[config.mk]
export PLATFORM = sky130hd
export DESIGN_NAME = compare_arbiter
export DESIGN_NICKNAME = d
export VERILOG_FILES = /design/src/rtl/compare_pkg.sv /design/src/rtl/compare_core.sv /design/src/rtl/compare_arbiter.sv
export SDC_FILE = /design/constraint.sdc
export NUM_CORES = 1
export LEC_CHECK = 0
export BUFFER_PORTS_ARGS = -buffer_cell sky130_fd_sc_hd__clkbuf_2
export CAP_MARGIN = 20
export CORE_MARGIN = 4
export CORE_UTILIZATION = 51
export CTS_BUF_LIST = sky130_fd_sc_hd__clkbuf_16
export CTS_CLUSTER_SIZE = 14
export DETAILED_ROUTE_END_ITERATION = 12
export PLACE_DENSITY = 0.87
export SYNTH_ARGS = -nofsm -noshare
export SYNTH_HDL_FRONTEND = slang
export SYNTH_HIERARCHICAL = 1
export SYNTH_SLANG_ARGS = --single-unit
export TNS_END_PERCENT = 1
[constraint.sdc]
create_clock -name clk -period 3.25 [get_ports clk]
set_clock_uncertainty 0.15 [all_clocks]
set_input_delay 0.8125 -clock clk [delete_from_list [all_inputs] [get_ports clk]]
set_output_delay 0.8125 -clock clk [all_outputs]
set_load 0.02 [all_outputs]
[src/rtl/compare_pkg.sv]
// compare_pkg: shared definitions for the compare arbiter slice.
//   - FSM state encoding (two bits; 2'b11 is unused and recovers to idle)
//   - Bit positions of the six relation flags in rsp_flags
//   - Default operand width of the comparator datapath
//   - Helper that assembles the flag vector from the three primary relations
package compare_pkg;

  typedef enum logic [1:0] {
    ST_IDLE    = 2'b00,
    ST_COMPARE = 2'b01,
    ST_RESPOND = 2'b10
  } state_t;

  localparam int FLG_GT = 5;
  localparam int FLG_GE = 4;
  localparam int FLG_LT = 3;
  localparam int FLG_LE = 2;
  localparam int FLG_EQ = 1;
  localparam int FLG_NE = 0;

  localparam int DEFAULT_WIDTH = 3;

  // Derives all six flags from equality and less-than so that exactly one
  // of GT/EQ/LT is set by construction.
  function automatic logic [5:0] make_flags(input logic isEq, input logic isLt);
    logic [5:0] f;
    logic le;
    le = isLt | isEq;
    f = '0;
    f[FLG_EQ] = isEq;
    f[FLG_NE] = ~isEq;
    f[FLG_LT] = isLt;
    f[FLG_LE] = le;
    f[FLG_GT] = ~le;
    f[FLG_GE] = ~le | isEq;
    return f;
  endfunction

endpackage

[src/rtl/compare_core.sv]
// compare_core: purely combinational unsigned magnitude comparator.
// Ports:
//   a, b   : WIDTH-bit unsigned operands
//   flags  : {aGTb, aGEb, aLTb, aLEb, aEQb, aNEb}, bit 5 down to bit 0
module compare_core
  import compare_pkg::*;
#(
  parameter int WIDTH = DEFAULT_WIDTH
) (
  input  logic [WIDTH-1:0] a,
  input  logic [WIDTH-1:0] b,
  output logic [5:0]       flags
);

  assign flags = make_flags(a == b, a < b);

endmodule

[src/rtl/compare_arbiter.sv]
// compare_arbiter: shares one compare_core among NUM_REQ requesters.
// Round-robin arbitration on the request side, registered operands before
// the compare and registered flags after it.
//
// Handshake: a transfer happens on a rising edge where valid and ready are
// both high. req_ready is raised combinationally in IDLE for the round-robin
// winner only; the requester keeps req_valid and operands stable until then.
// rsp_valid, rsp_id and rsp_flags hold steady until the edge where rsp_ready
// is seen high.
//
// Ports:
//   clk, rst       : clock, asynchronous active-high reset
//   req_valid      : per-requester request strobe
//   req_ready      : per-requester grant (at most one bit high)
//   req_a, req_b   : operands, requester i uses slice [i*WIDTH +: WIDTH]
//   rsp_valid      : result available
//   rsp_ready      : consumer accepts the result
//   rsp_id         : requester index owning the result
//   rsp_flags      : {GT, GE, LT, LE, EQ, NE}
//   dbgState       : current FSM state (debug observation)
//   stat_eq_count  : saturating count of equal results handed off
//                    (present only with COMPARE_ARBITER_STATS_EN defined)
module compare_arbiter
  import compare_pkg::*;
#(
  parameter int NUM_REQ = 4,
  parameter int WIDTH   = DEFAULT_WIDTH,
  parameter int IDW     = 2
) (
  input  logic                     clk,
  input  logic                     rst,
  input  logic [NUM_REQ-1:0]       req_valid,
  output logic [NUM_REQ-1:0]       req_ready,
  input  logic [NUM_REQ*WIDTH-1:0] req_a,
  input  logic [NUM_REQ*WIDTH-1:0] req_b,
  output logic                     rsp_valid,
  input  logic                     rsp_ready,
  output logic [IDW-1:0]           rsp_id,
  output logic [5:0]               rsp_flags,
  output state_t                   dbgState
`ifdef COMPARE_ARBITER_STATS_EN
  ,
  output logic [7:0]               stat_eq_count
`endif
);

  state_t           state;
  logic [IDW-1:0]   rrPtr;
  logic [IDW-1:0]   idReg;
  logic [WIDTH-1:0] opA;
  logic [WIDTH-1:0] opB;
  logic [5:0]       coreFlags;

  logic             anyReq;
  logic [IDW-1:0]   winner;
  logic [IDW-1:0]   nextPtr;

  assign dbgState = state;

  // Round-robin search. Walking the offsets from farthest to nearest lets
  // the last hit be the first requester at or after rrPtr.
  always_comb begin
    anyReq = 1'b0;
    winner = '0;
    for (int k = NUM_REQ - 1; k >= 0; k--) begin
      if (req_valid[(int'(rrPtr) + k) % NUM_REQ]) begin
        anyReq = 1'b1;
        winner = IDW'((int'(rrPtr) + k) % NUM_REQ);
      end
    end
  end

  always_comb begin
    req_ready = '0;
    if (state == ST_IDLE && anyReq) begin
      req_ready = NUM_REQ'(1) << winner;
    end
  end

  assign nextPtr = (idReg == IDW'(NUM_REQ - 1)) ? '0 : idReg + 1'b1;

  compare_core #(.WIDTH(WIDTH)) u_core (
    .a     (opA),
    .b     (opB),
    .flags (coreFlags)
  );

  always_ff @(posedge clk or posedge rst) begin
    if (rst) begin
      state     <= ST_IDLE;
      rrPtr     <= '0;
      idReg     <= '0;
      opA       <= '0;
      opB       <= '0;
      rsp_valid <= 1'b0;
      rsp_id    <= '0;
      rsp_flags <= '0;
    end else begin
      case (state)
        ST_IDLE: begin
          if (anyReq) begin
            opA   <= req_a[int'(winner) * WIDTH +: WIDTH];
            opB   <= req_b[int'(winner) * WIDTH +: WIDTH];
            idReg <= winner;
            state <= ST_COMPARE;
          end
        end
        ST_COMPARE: begin
          rsp_flags <= coreFlags;
          rsp_id    <= idReg;
          rsp_valid <= 1'b1;
          state     <= ST_RESPOND;
        end
        ST_RESPOND: begin
          if (rsp_ready) begin
            rsp_valid <= 1'b0;
            rrPtr     <= nextPtr;
            state     <= ST_IDLE;
          end
        end
        default: begin
          // Unused encoding: drop any stale response and restart.
          rsp_valid <= 1'b0;
          state     <= ST_IDLE;
        end
      endcase
    end
  end

`ifdef COMPARE_ARBITER_STATS_EN
  always_ff @(posedge clk or posedge rst) begin
    if (rst) begin
      stat_eq_count <= '0;
    end else if (state == ST_RESPOND && rsp_ready && rsp_flags[FLG_EQ]
                 && stat_eq_count != 8'hFF) begin
      stat_eq_count <= stat_eq_count + 8'd1;
    end
  end
`endif

endmodule

==> run metrics <==
dominant cell by count in the synthesized netlist dfrtp_1; Max Cap Viol 0; Worst Min Path Start rsp_valid$_DFFE_PP0P_; Vias 988; Max clock buf depth 2; Finished Layout Cells approximately 190; Nets slightly below 200; crit start category input pin; outcome finished clean; First-pass DRT Iterations 4; Setup crit end kind output pin; max-slew violations 0; IO Count 46; Die Span Y roughly 56 um; Synth Register Bits 21; Initial Utilization about 53%; kind of critical path in -> out; Syn Inst Count ~110; hold buffer count at CTS 0; drt total wl 2380 um; first-pass GRT wire length 4090 um; Worst R2R Start rrPtr[1]$_DFFE_PP0P_; synthesized cell area 1180 um2; clock slew at reported path FFs ~50 ps; Vias/cell 5.31; final setup vio count 0; asr flop ratio synth between 90% and 100%; post-synthesis sequential area ratio between 40% and 50%; Syn Nets 144; post-synth top area cell dfrtp_1; post-route ant nets 0; Synth cell types 30; top cells by count, synth 21 x dfrtp_1, 12 x mux2i_1, 11 x nand2_1, 9 x inv_1, 9 x mux2_2; DR iter-0 viols 15; CTS Root Buffer Type clkbuf_16; met1 global-route usage approximately a fifth; PwrDens about 1000 nW/um2; H-tree Lvls 1; layout cells sized above 1 roughly two fifths; Worst Path Arrival 2040 ps; DRC Markers 0; FMAX between 300 and 400 MHz; Syn-to-layout area delta 29.1%; Core Area ~2200 um2; Cells after DPL about 180; grt met3 use around 3.2%; VDD IR max ~0.00060 V; port bufs between 40 and 50; vias in the first global route 1,005; grt met2 use 28.5%; top-area cell type share of the netlist area approximately 44%; worst hold slack 329 ps; GP Congestion around 0.7; Post-synth EDFFs 0; Total GRT Usage between 10% and 20%; GR peak layer met2; wire per inst between 10 and 15 um; Fin. Hold Viols 0; placed instance area approximately 1400 um2; RSZ-0062 raised after global routing no; mean post-synth cell area between 10 and 15 um2; ys flop type dfrtp_1; TritonCTS buffer count 3; initial antenna violation count 0; Setup crit start req_valid[3]; period utilisation layout approximately 92%; Skew-Pair Late Insertion Delay approximately 250 ps; hold crit path type reg -> reg; Die X around 56 um; Core Rows 17; ant diodes 0; minimum clock period ~3000 ps; YS warnings 6; postcts setup bufs 0; worst-margin pin slew between 700 and 800 ps; CTS tree yes; top area cells in the synthesized netlist dfrtp_1 44%, mux2i_1 10%, mux2_2 8.6%; Slew Limit Headroom approximately half; total power between 1.5 and 2 mW; setup TNS 0 ps; worst-path maximum fanout 3; Finished Cell Area 1530 um2; worst path required time between 2000 and 2500 ps; Post-DP HPWL between 1500 and 2000 um; # clock sinks 21; static leakage between 0.8 and 0.9 nW; largest net degree at the start of global routing 22; grt total ovfl 0; cts repair resizes 0; FILL cells 177; DIE AREA approximately 3200 um2
[cell families (layout without fill, tap and decap cells)]
| kind of cell | after synthesis | after routing | synth area share, % |
|---|---|---|---|
| simple gates | 29 | 29 | 12.1 |
| mux | 22 | 22 | 20.0 |
| flops | 21 | 21 | 44.5 |
| compound gates | 20 | 20 | 14.2 |
| buf+inv | 13 | 62 | 4.98 |
| fa+ha+maj | 4 | 4 | 4.24 |
[stage by stage]
stage | utilization [%] | setup slack, ps
final | 68.9 | 250
after global routing | 68.9 | 173
after CTS | 68.9 | 240
after detailed placement | 65.4 | 253
after global placement | 65.4 | 255
after floorplan | - | 308
[cell usage in the layout, fill, tap and decap left out]
cell,instances
o21a_1,1
o21ai_0,3
o221ai_4,1
a311oi_1,1
inv_1,10
a21o_1,2
or2b_1,1
mux2_4,1
buf_4,4
o21ai_1,1
nor2_1,6
nand2b_1,1
ha_1,4
nand2_1,11
mux2i_1,12
or3b_2,1
o31ai_1,1
nor4_1,1
or3_1,2
nand3_1,1
clkbuf_16,3
a21boi_0,1
a31oi_2,1
mux2_2,9
clkbuf_2,45
nor2b_1,4
o221ai_1,6
a21oi_1,2
dfrtp_1,21
nand3b_1,1
[area by class of cell]
cell class	count	area (um2)	share of cell area (%)
Multi-Input combinational cell	75	597	39.1
Sequential cell	21	526	34.5
Timing Repair Buffer	49	255	16.7
Clock buffer	3	75.1	4.92
Tap cell	28	35.0	2.30
Inverter	9	33.8	2.21
Clock inverter	1	3.75	0.246
[final timing paths]
check	endpoint	slack, ps	depth (start not counted)
worst min register to register	rsp_valid$_DFFE_PP0P_	330	1
worst max register to register	opB[0]$_DFFE_PP0P_	1250	5
worst max-delay path	req_ready[2]	250	6
worst min-delay path	rsp_valid$_DFFE_PP0P_	330	1
max in group asynchronous	rrPtr[1]$_DFFE_PP0P_	1940	2
min in group asynchronous	rsp_flags[3]$_DFFE_PP0P_	530	2
[critical path, cell delays in order]
cell and delay (ps):
clkbuf_2 120, nor4_1 60, or3_1 330, or3_1 420
nor2b_1 120, clkbuf_2 170
[state kept, by name (all words and copies together) (netlist names)]
register	cells
rsp_flags	6
opA	3
rsp_valid	1
rsp_id	2
opB	3
rrPtr	2
dbgState	2
idReg	2
[power breakdown]
part / switching [mW] / internal (mW)
Combinational: 0.439 / 0.377
Clock: 0.0844 / 0.163
Sequential: 0.0901 / 0.390
Total: 0.613 / 0.930
[layer usage]
metal	vias up	wire, um
li1	491	-
met1	466	991
met2	31	1260
met3	0	129
met4	0	0
met5	-	0
Power figures use the tool's default switching activity.
